<file path="src/rtl/enemy_scheduler.sv">
`timescale 1ns/1ps
`default_nettype none
// ============================================================================
//  Module   : enemy_scheduler
//  Brief    : Sequences the enemy pattern index for the hero game. Spawns are
//             paced by a game-tick divider, picked from an 8-bit LFSR, held on
//             screen for a score-dependent number of ticks, and the game stops
//             on collision.
//  Revision : 1.0  initial release
// ============================================================================
module enemy_scheduler #(
  parameter int         TICK_DIV      = 25000000,
  parameter int         GAP_TICKS     = 2,
  parameter int         INIT_HOLD     = 8,
  parameter int         MIN_HOLD      = 2,
  parameter int         SPEEDUP_EVERY = 4,
  parameter logic [7:0] LFSR_SEED     = 8'hA5
) (
  input  logic       clk,
  input  logic       rst_n,
  input  logic       start,
  input  logic       hit,
  output logic [2:0] ene_select,
  output logic       ene_valid,
  output logic       ene_upper,
  output logic [7:0] score,
  output logic [3:0] level,
  output logic       game_over
);

  localparam int TW = (TICK_DIV > 1) ? $clog2(TICK_DIV) : 1;
  localparam int GW = $clog2(GAP_TICKS + 1);
  localparam int DW = $clog2(SPEEDUP_EVERY + 1);

  localparam logic [TW-1:0] c_tick_max  = TW'(TICK_DIV - 1);
  localparam logic [GW-1:0] c_gap       = GW'(GAP_TICKS);
  localparam logic [GW-1:0] c_gap_one   = GW'(1);
  localparam logic [3:0]    c_init_hold = 4'(INIT_HOLD);
  localparam logic [3:0]    c_min_hold  = 4'(MIN_HOLD);
  localparam logic [DW-1:0] c_speedup   = DW'(SPEEDUP_EVERY);
  localparam logic [DW-1:0] c_dodge_one = DW'(1);

  localparam logic [1:0] S_IDLE = 2'd0;
  localparam logic [1:0] S_GAP  = 2'd1;
  localparam logic [1:0] S_SHOW = 2'd2;
  localparam logic [1:0] S_OVER = 2'd3;

  logic [1:0]    r_state;
  logic [1:0]    w_state_next;
  logic [7:0]    r_lfsr;
  logic [TW-1:0] r_tick_cnt;
  logic [GW-1:0] r_gap_cnt;
  logic [3:0]    r_hold_cnt;
  logic [3:0]    r_hold_len;
  logic [DW-1:0] r_dodge_cnt;
  logic [2:0]    r_ene_select;
  logic          r_ene_valid;
  logic          r_ene_upper;
  logic [7:0]    r_score;
  logic [3:0]    r_level;
  logic          r_game_over;

  logic          w_tick;
  logic [2:0]    w_pick;
  logic          w_launch;
  logic          w_spawn;
  logic          w_dodge;
  logic [DW-1:0] w_dodge_inc;
  logic          w_valid_next;
  logic          w_over_next;

  assign w_tick      = (r_tick_cnt == c_tick_max);
  // Pattern 7 does not exist on the decoder, so it folds onto 3.
  assign w_pick      = (r_lfsr[2:0] == 3'd7) ? 3'd3 : r_lfsr[2:0];
  assign w_launch    = ((r_state == S_IDLE) || (r_state == S_OVER)) && start;
  assign w_spawn     = (r_state == S_GAP) && w_tick && (r_gap_cnt == c_gap_one);
  // A hit on the final tick wins over the dodge.
  assign w_dodge     = (r_state == S_SHOW) && !hit && w_tick && (r_hold_cnt == 4'd1);
  assign w_dodge_inc = r_dodge_cnt + c_dodge_one;

  // State register
  always_ff @(posedge clk) begin
    if (!rst_n) r_state <= S_IDLE;
    else        r_state <= w_state_next;
  end

  // Next-state decision
  always_comb begin
    w_state_next = r_state;
    case (r_state)
      S_IDLE:  if (start) w_state_next = S_GAP;
      S_GAP:   if (w_spawn) w_state_next = S_SHOW;
      S_SHOW: begin
        if (hit)          w_state_next = S_OVER;
        else if (w_dodge) w_state_next = S_GAP;
      end
      S_OVER:  if (start) w_state_next = S_GAP;
      default: w_state_next = S_IDLE;
    endcase
  end

  // Output decode from the next state, registered below for one-cycle latency
  always_comb begin
    w_valid_next = (w_state_next == S_SHOW);
    w_over_next  = (w_state_next == S_OVER);
  end

  // Registered status flags
  always_ff @(posedge clk) begin
    if (!rst_n) begin
      r_ene_valid <= 1'b0;
      r_game_over <= 1'b0;
    end else begin
      r_ene_valid <= w_valid_next;
      r_game_over <= w_over_next;
    end
  end

  // Free-running LFSR; the seed is restored only by reset
  always_ff @(posedge clk) begin
    if (!rst_n) r_lfsr <= LFSR_SEED;
    else        r_lfsr <= {r_lfsr[6:0], r_lfsr[7] ^ r_lfsr[5] ^ r_lfsr[4] ^ r_lfsr[3]};
  end

  // Game-tick divider, realigned whenever a game (re)starts
  always_ff @(posedge clk) begin
    if (!rst_n)                 r_tick_cnt <= '0;
    else if (w_launch || w_tick) r_tick_cnt <= '0;
    else                        r_tick_cnt <= r_tick_cnt + TW'(1);
  end

  // Gap/hold countdowns and the latched enemy pattern
  always_ff @(posedge clk) begin
    if (!rst_n) begin
      r_gap_cnt    <= '0;
      r_hold_cnt   <= '0;
      r_ene_select <= 3'd0;
      r_ene_upper  <= 1'b0;
    end else begin
      if (w_launch || w_dodge)
        r_gap_cnt <= c_gap;
      else if ((r_state == S_GAP) && w_tick)
        r_gap_cnt <= r_gap_cnt - c_gap_one;

      if (w_spawn) begin
        r_hold_cnt   <= r_hold_len;
        r_ene_select <= w_pick;
        r_ene_upper  <= (w_pick <= 3'd2);
      end else if ((r_state == S_SHOW) && !hit && w_tick) begin
        r_hold_cnt <= r_hold_cnt - 4'd1;
      end
    end
  end

  // Score, difficulty level and hold length bookkeeping
  always_ff @(posedge clk) begin
    if (!rst_n) begin
      r_score     <= 8'd0;
      r_level     <= 4'd0;
      r_hold_len  <= c_init_hold;
      r_dodge_cnt <= '0;
    end else if ((r_state == S_OVER) && start) begin
      r_score     <= 8'd0;
      r_level     <= 4'd0;
      r_hold_len  <= c_init_hold;
      r_dodge_cnt <= '0;
    end else if (w_dodge) begin
      if (r_score != 8'hFF) r_score <= r_score + 8'd1;
      if (w_dodge_inc == c_speedup) begin
        r_dodge_cnt <= '0;
        if (r_hold_len > c_min_hold) begin
          r_hold_len <= r_hold_len - 4'd1;
          if (r_level != 4'hF) r_level <= r_level + 4'd1;
        end
      end else begin
        r_dodge_cnt <= w_dodge_inc;
      end
    end
  end

  assign ene_select = r_ene_select;
  assign ene_valid  = r_ene_valid;
  assign ene_upper  = r_ene_upper;
  assign score      = r_score;
  assign level      = r_level;
  assign game_over  = r_game_over;

endmodule
`default_nettype wire

</file>
<file path="config.mk">
export PLATFORM = sky130hd
export DESIGN_NAME = enemy_scheduler
export DESIGN_NICKNAME = d
export VERILOG_FILES = /design/src/rtl/enemy_scheduler.sv
export SDC_FILE = /design/constraint.sdc
export NUM_CORES = 1
export LEC_CHECK = 0
export BUFFER_PORTS_ARGS = -buffer_cell sky130_fd_sc_hd__buf_2
export CAP_MARGIN = 10
export CORE_MARGIN = 1
export CORE_UTILIZATION = 54
export DETAILED_ROUTE_END_ITERATION = 7
export PLACE_DENSITY = 0.79
export SLEW_MARGIN = 20
export SYNTH_ARGS = -nofsm -noshare
export SYNTH_HDL_FRONTEND = slang
export SYNTH_SLANG_ARGS = --single-unit
export TNS_END_PERCENT = 50
</file>
<file path="constraint.sdc">
create_clock -name clk -period 2.3 [get_ports clk]
set_clock_uncertainty 0.05 [all_clocks]
set_input_delay 0.23 -clock clk [delete_from_list [all_inputs] [get_ports clk]]
set_output_delay 0.23 -clock clk [all_outputs]
set_load 0.1 [all_outputs]
</file>
# Word-level counts from Yosys, hierarchy flattened
# Cells that the tools add are included.
[word_totals]
regBits = 66
word_cells = 71
ramBits = 0
latchBits = 0
mem_bits_ro = 0
n_memories = 0
[op_classes]
n_addsub = 7
mux = 11
eq_ne = 12
reduce_logical = 21
n_shift = 0
magnitude_cmp = 2
n_div = 0
bitwise = 4
n_mul = 0
[op_table]
columns = ["cell", "n"]
rows = [
  ["$add A25 B1 Y25 const B", 1],
  ["$eq A25 B25 Y1 const B", 1],
  ["$mux W2", 6],
  ["$add A8 B1 Y8 const B", 1],
  ["$eq A2 B2 Y1 const B", 4],
  ["$mux W4", 2],
  ["$ne A8 B8 Y1 const B", 1],
  ["$reduce_or A2 Y1", 4],
  ["$sub A4 B1 Y4 const B", 2],
  ["$logic_and A1 B1 Y1", 7],
  ["$eq A3 B3 Y1 const B", 2],
  ["$mux W3", 2],
  ["$pmux W2 S3", 1],
  ["$add A4 B1 Y4 const B", 1],
  ["$eq A2 B1 Y1 const B", 2],
  ["$eq A4 B1 Y1 const B", 1],
  ["$gt A4 B2 Y1 const B", 1],
  ["$ne A4 B4 Y1 const B", 1],
  ["$reduce_and A4 Y1", 1],
  ["$reduce_bool A2 Y1", 2],
  ["$add A3 B1 Y3 const B", 1],
  ["$le A3 B2 Y1 const B", 1],
  ["$logic_or A1 B1 Y1", 3],
  ["$reduce_and A3 Y1", 1],
  ["6 further kinds", 8],
]

# Logic depth before layout (Yosys ltp)
# Gate-level depths: netlist of the first run.
[logic_depth]
depth_word = 8
mapped_depth = 8
ltp_nobuf = 7

# Worst setup path before layout of the first run
# OpenSTA, ideal clock, no wires.
[synth_timing]
kind = "flip-flop to flip-flop"
from = "reg r_tick_cnt[20]"
to = "reg r_score[4] (netlist: score[4])"
arrival_ns = 2.325
period_less_slack_ns = 2.446
path_stages_with_launch = 7
t_required_ns = 2.179
setup_slack_ns = -0.146
n_path_buf = 1
cell_sequence = "dfxtp_1 -> nand4_2 -> or4b_4 -> or4_1 -> clkbuf_2 -> or4_1 -> a21oi_1"
[synth_between]
elab_chain_cells = 4
[synth_rtl]
columns = ["element", "line", "text"]
rows = [
  ["start: declaration", "51", "logic [TW-1:0] r_tick_cnt;"],
  ["start signal: assignment", "129", "else r_tick_cnt <= r_tick_cnt + TW'(1);"],
  ["$eq A25 B25 Y1", "72", "assign w_tick = (r_tick_cnt == c_tick_max);"],
  ["$logic_and A1 B1 Y1 (2 in a row)", "78", "assign w_dodge = (r_state == S_SHOW) && !hit && w_tick && (r_hold_cnt == 4'd1);"],
  ["$reduce_and A2 Y1 (no line)", "n/a", ""],
  ["end signal: assignment", "168", "if (r_score != 8'hFF) r_score <= r_score + 8'd1;"],
  ["end: declaration", "59", "logic [7:0] r_score;"],
]
# Every way passes these cells.
# A chain may end at the register's enable or synchronous reset.

# Worst setup path in the final report of the first run
[layout_timing]
from = "reg r_tick_cnt[21]"
to = "reg r_score[4] (netlist: score[4])"
# Same word-level chain as after synthesis.

==> results.txt, run 1 <==
Diodes inserted: 0
Fraction of the mapped netlist area in compound gates: 9.20%
RSZ-0062 raised after global routing: true
Worst endpoint required time: 2520 ps
Simple-Gate Fraction of Synth Area: 29.6%
Clk Latency, worst-skew pair: 350 ps
Final #Nets: 431
Fillers: 458
Initial antenna violation count: 0
Routed wire length: 6.86 mm
Met1 wire length: 3.24 mm
Critical path type: flip-flop to flip-flop
Slowest CP cell: or4_1
# IOs: 22
Fin crit share: 98.1%
Full die area: 6120 um2
Cell Pwr Density: 731 nW/um2
Share of layout cells above drive strength 1: 23.3%
Worst path max stage delay: 520 ps
Final-report hold violation count: 0
Post-Layout Cell Count: 489
Placed Cells: 472
# port buffers: 21
Area occupied by multi-input gates: 1810 um2
Clock buffer depth: 2
Mux contribution to synthesized area: 2.27%
Main combinational cell family by area after synthesis: simple AND/OR/NAND/NOR gates
Area Growth Syn to Fin: 23.0%
Cts hold-fix bufs: 0
Final setup violation count: 0
CTS tree: built
Largest net degree at the start of global routing: 26
Max VDD drop: 0.000689 V
Worst path cell trace: nand4_4 -> or4b_4 -> or4_4 -> or4_1 -> a21oi_1
Detailed-route vias per instance: 5.60
Net Count, Synth: 372
Startpoint types: flip-flop
CTS Buf Count: 9
WL met3: 208 um
Max frequency: 0.443 GHz
H-tree levels: 3
Adder-cell share of the synthesized area: 5.98%
Max-cap violation count: 0
Vias: 2739
Vias in the first global route: 2574
Avg Inst Size Synth: 8.90 um2
Netlist cell types: 53
Commonest cells after routing, fill and taps aside: dfxtp_1 (61), nor2_1 (41), buf_4 (32), nand2_1 (31)
Wire per inst: 14.0 um
Crit. End Element: flip-flop
GRT Residual Overflow: 0
Max Slew Vio Count: 0
Max-Slew Margin vs Limit: 62.2%
Measured slew at the worst slew-check pin: 565 ps
Synth Instances: 353
Met2 WL: 3.25 mm
Cell Rows: 27
Final worst slack: 43.8 ps
GRT Util Overall: 24.2%
Critical Path Fanout Max: 6
Dpl hpwl: 4.76 mm
RePlAce Congestion: 0.853
Chip width: 78.3 um
Worst Path Arrival: 2470 ps
Ys Warns: 0
Cell family with most CP delay: simple AND/OR/NAND/NOR gates
Fin Hold WS: 126 ps
Fraction of the yosys area taken by sequential cells: 42.1%
EDFF count, synth: 0
Post-synthesis xor/xnor area fraction: 8.65%
Hold WC Path Type: input port to flip-flop
P_leak: 1.54 nW
Global-route wire length before repair: 11.6 mm
CP Buf/Inv Count: 0
Initial core utilization: 56.7%
Drt first-iter violations: 102
Yosys reg bits: 66
TritonRoute pass-1 iters: 4
Pre-CTS setup slack: -46.8 ps
Top_reg_cell synth: dfxtp_1
Outcome: complete, no violations
Commonest non-fill, non-tap cell in the layout: dfxtp_1
Fin crit period: 2260 ps
Core Footprint: 5540 um2
Mapped cell area: 3140 um2
Die Y: 78.3 um
Clock Sinks: 66
Register Area: 1330 um2
Max layer used: met4
Routed Antenna Nets: 0
Root buffer selected by CTS: clkbuf_8
Reg clk slew, reported paths: 70 ps
FFs w/ async S/R, synth: 0%
Drc violations: 0
==> layout make-up <==
class | instances | share of cell area (%)
sequential | 66 | 34.4
clock inverter | 6 | 2.30
multi-input combinational | 269 | 46.7
clock buffer | 10 | 3.56
timing repair buffer | 54 | 9.46
inverter | 12 | 1.17
tap | 72 | 2.33
==> per-layer routing <==
metal,up-vias,GRT usage (%)
met4,0,12.2
met3,14,3.49
met2,50,39.9
met5,-,0
li1,1379,-
met1,1296,30.8
==> what timing repair did <==
item                       4_1_cts  5_1_grt
pin swaps                        1        0
setup endpoints to repair        4        4
buffers inserted                 1        0
hold endpoints to repair         0        0
resized for setup                4        5
==> worst register-to-register path: stages, from the launching register on <==
cell and delay, ps:
dfxtp_2 380, nand4_4 110, or4b_4 500, or4_4 480
or4_1 520, a21oi_1 150
==> metrics by stage <==
stage	area [um2]	power (W)	utilization, %	TNS (ps)
after floorplan	3170	0.00158	-	0
after global placement	3590	0.00171	64.8	0
after detailed placement	3590	0.00172	64.8	-59.2
after CTS	3840	0.00281	69.3	-4.04
after global routing	3860	0.00294	69.7	-35.4
final	3860	0.00282	69.7	0
==> cells in the mapped netlist (all sizes together) (2+ instances only) <==
| cell | instances | area share [%] |
|---|---|---|
| nand2 | 31 | 3.7 |
| nor3b | 4 | 0.96 |
| a31o | 2 | 0.56 |
| o31ai | 3 | 0.72 |
| clkbuf | 6 | 0.76 |
| o21a | 2 | 0.48 |
| and4 | 3 | 0.88 |
| nor4 | 2 | 0.40 |
| a311oi | 2 | 0.56 |
| xnor2 | 11 | 3.1 |
| xor2 | 20 | 5.6 |
| ha | 15 | 6.0 |
| nor2b | 2 | 0.40 |
| a21oi | 17 | 2.7 |
| inv | 11 | 1.3 |
| and4b | 3 | 0.96 |
| or4 | 5 | 1.3 |
| o21ai | 4 | 0.64 |
| nand4 | 12 | 2.6 |
| nand3 | 22 | 3.5 |
| or3 | 2 | 0.48 |
| and3 | 12 | 2.5 |
| nor2 | 41 | 4.9 |
| nor4bb | 4 | 1.3 |
| nor3 | 14 | 2.4 |
| dfxtp | 66 | 42 |
| a21o | 2 | 0.48 |
| nand2b | 4 | 0.80 |
| a211oi | 3 | 0.72 |
| and2 | 6 | 1.2 |
| mux2i | 6 | 1.9 |
==> state kept, by name, indices dropped and copies added (netlist names) <==
register,flops
ene_select,3
score,8
r_hold_len,4
ene_upper,1
ene_valid,1
r_lfsr,8
r_gap_cnt,2
r_tick_cnt,25
r_hold_cnt,4
level,4
r_state,2
r_dodge_cnt,3
game_over,1
==> power breakdown <==
| group | internal [W] | switching (W) | total, W |
|---|---|---|---|
| sequential | 0.00120 | 0.0000335 | 0.00123 |
| combinational | 0.000188 | 0.000311 | 0.000498 |
| clock | 0.000642 | 0.000455 | 0.00110 |
==> path summary, 6_finish.rpt <==
check / startpoint / endpoint / slack [ps] / cells past startpoint
setup / recovery: r_tick_cnt[21]$_SDFF_PP0_ / score[4]$_SDFFE_PP0P_ / 40 / 5
hold reg to reg: r_lfsr[6]$_SDFF_PN0_ / r_lfsr[7]$_SDFF_PN1_ / 380 / 1
hold / removal: rst_n / r_lfsr[0]$_SDFF_PN1_ / 130 / 2
setup reg to reg: r_tick_cnt[21]$_SDFF_PP0_ / score[4]$_SDFFE_PP0P_ / 40 / 5
==> logic make-up (layout without fill, tap and decap cells) <==
group | after synthesis | in the layout
multiplexers | 7 | 7
buffers and inverters | 18 | 82
AND/OR/NAND/NOR | 172 | 172
XOR/XNOR | 31 | 31
flip-flops | 66 | 66
AO/OA/AOI/OAI | 44 | 44
adder cells (fa/ha/maj) | 15 | 15
(Power assumes the default switching activity.)
==> run 2: changes to the inputs <==
MAX_ROUTING_LAYER = met4   (was unset)
==> run 2 against run 1 <==
Effect of this change:
- the flow now finishes with violations (negative setup slack)
- cell area down 1.4%
- register-to-register slack got worse by 60 ps
- clock power down 28%
- maximum frequency is 2.5% lower
- routed wire length down 0.66%
- utilization decreased by 0.95 points
- global-route usage increased by 0.44 points
- flip-flop and latch count did not move
- setup slack worse by 58 ps
- critical path type unchanged
- largest cell class unchanged
- largest power group unchanged
==> results.txt, run 2 (same netlist as run 1, synthesis figures left out) <==
Worst Path Arrival: 2460 ps (about the same)
Max frequency: 0.432 GHz (-2.5%)
RSZ-0062 raised after global routing: true
Routed Antenna Nets: 0 (unchanged)
Detailed-route vias per instance: 5.60 (about the same)
Worst endpoint required time: 2450 ps (-70 ps)
Worst path max stage delay: 540 ps (+20 ps)
# IOs: 22 (unchanged)
Commonest non-fill, non-tap cell in the layout: dfxtp_1
Final-report hold violation count: 0 (unchanged)
Failing checks: negative setup slack
Worst path cell trace: nand4_4 -> or4b_4 -> or4_4 -> a221oi_1 -> nor3_1
TritonRoute pass-1 iters: 4 (unchanged)
Initial antenna violation count: 0 (unchanged)
Die Y: 78.3 um (unchanged)
Max-cap violation count: 0 (unchanged)
Pre-CTS setup slack: -83.4 ps (-36.6 ps)
Reg clk slew, reported paths: 70 ps (about the same)
P_leak: 1.52 nW (-1.4%)
Drt first-iter violations: 89 (-13%)
Max VDD drop: 0.000787 V (+14%)
Dpl hpwl: 4.72 mm (-0.82%)
Initial core utilization: 56.7% (unchanged)
Biggest register: r_tick_cnt
Final #Nets: 435 (+0.93%)
GRT Residual Overflow: 0 (unchanged)
RePlAce Congestion: 0.915 (+7.4%)
Slowest CP cell: a221oi_1
Fillers: 454 (-0.87%)
Clock Sinks: 66 (unchanged)
Max Slew Vio Count: 0 (unchanged)
Cell Pwr Density: 659 nW/um2 (-9.9%)
Core Footprint: 5540 um2 (unchanged)
Final setup violation count: 1 (+1)
Chip width: 78.3 um (unchanged)
Diodes inserted: 0 (unchanged)
Commonest cells after routing, fill and taps aside: dfxtp_1 (62), nor2_1 (41), buf_4 (36), nand2_1 (31)
Fin Hold WS: 61.3 ps (-64.5 ps)
Measured slew at the worst slew-check pin: 590 ps (+24.6 ps)
Max reg flops: 25 (unchanged)
Vias: 2743 (+0.15%)
Cell Rows: 27 (unchanged)
Clock buffer depth: 2 (unchanged)
Area Growth Syn to Fin: 21.3%
Share of layout cells above drive strength 1: 22.7% (-0.53 points)
Fin crit share: 101% (+2.5 points)
Root buffer selected by CTS: clkbuf_8
Hold WC Path Type: input port to flip-flop
Fin crit period: 2310 ps (+57.9 ps)
Largest net degree at the start of global routing: 26 (unchanged)
Routed wire length: 6.82 mm (-0.66%)
Critical path type: flip-flop to flip-flop
Layout Utilization: 68.8% (-0.95 points)
Crit. End Element: flip-flop
Global-route wire length before repair: 11.4 mm (-1.5%)
Wire per inst: 13.9 um (-0.86%)
Outcome: finished, violations left
Setup TNS: -14.1 ps (-14.1 ps)
Vias in the first global route: 2579 (+0.19%)
GRT Util Overall: 24.6% (+0.44 points)
CTS tree: built
Critical Path Fanout Max: 6 (unchanged)
H-tree levels: 3 (unchanged)
Clk Latency, worst-skew pair: 340 ps (about the same)
Final worst slack: -14.1 ps (-57.9 ps)
Max-Slew Margin vs Limit: 60.6% (-1.6 points)
# port buffers: 21 (unchanged)
CTS Buf Count: 9 (unchanged)
Full die area: 6120 um2 (unchanged)
Drc violations: 0 (unchanged)
Startpoint types: flip-flop
run 2: routing by layer:
| layer | vias up | track usage [%] | share of wire [%] |
|---|---|---|---|
| li1 | 1391 | - | - |
| met1 | 1290 | 29.9 | 48 |
| met2 | 48 | 38.8 | 47 |
| met3 | 14 | 5.70 | 3.6 |
| met4 | 0 | 11.7 | 2.0 |
| met5 | - | - | 0 |
run 2: path summary, 6_finish.rpt:
check | startpoint | to | slack [ps] | cells after the start
worst min-delay path | rst_n | r_lfsr[0]$_SDFF_PN1_ | 60 | 2
worst min register to register | r_lfsr[6]$_SDFF_PN0_ | r_lfsr[7]$_SDFF_PN1_ | 370 | 1
worst max register to register | r_tick_cnt[19]$_SDFF_PP0_ | ene_valid$_SDFF_PN0_ | -10 | 5
worst max-delay path | r_tick_cnt[19]$_SDFF_PP0_ | ene_valid$_SDFF_PN0_ | -10 | 5
run 2: through the flow:
step,cell area (um2),std cells,total power [W]
2_1_floorplan,3170,353,0.00158
3_3_place_gp,3620,476,0.00171
3_5_place_dp,3620,476,0.00171
4_1_cts,3790,490,0.00251
5_1_grt,3810,490,0.00263
6_report,3810,490,0.00251
run 2: repair_timing:
| action | in CTS | in global routing |
|---|---|---|
| hold buffers | 0 | 0 |
| resized for setup | 3 | 5 |
| buffers inserted | 1 | 0 |
| pin swaps | 1 | 0 |
| hold endpoints to repair | 0 | 0 |
| setup endpoints to repair | 5 | 3 |
run 2: final cells by class:
type / instances / area [um2] / share of cell area [%]
multi-input combinational: 269 / 1800 / 47.2
tap: 72 / 90.1 / 2.36
clock inverter: 1 / 5.00 / 0.131
inverter: 12 / 45.0 / 1.18
timing repair buffer: 58 / 395 / 10.4
sequential: 66 / 1330 / 34.9
clock buffer: 12 / 145 / 3.81
run 2: where the power goes:
part	total [W]	switching [W]	leakage, nW	internal, W
sequential	0.00123	0.0000334	0.538	0.00120
combinational	0.000492	0.000309	0.904	0.000183
clock	0.000790	0.000389	0.0782	0.000401
total	0.00251	0.000731	1.52	0.00178
run 2: critical path, delay by kind of cell, from the launching register on:
kind               cells  cell delay [ps]
and+or+nand+nor        4             1200
AOI/OAI and AO/OA      1              540
DFF                    1              380
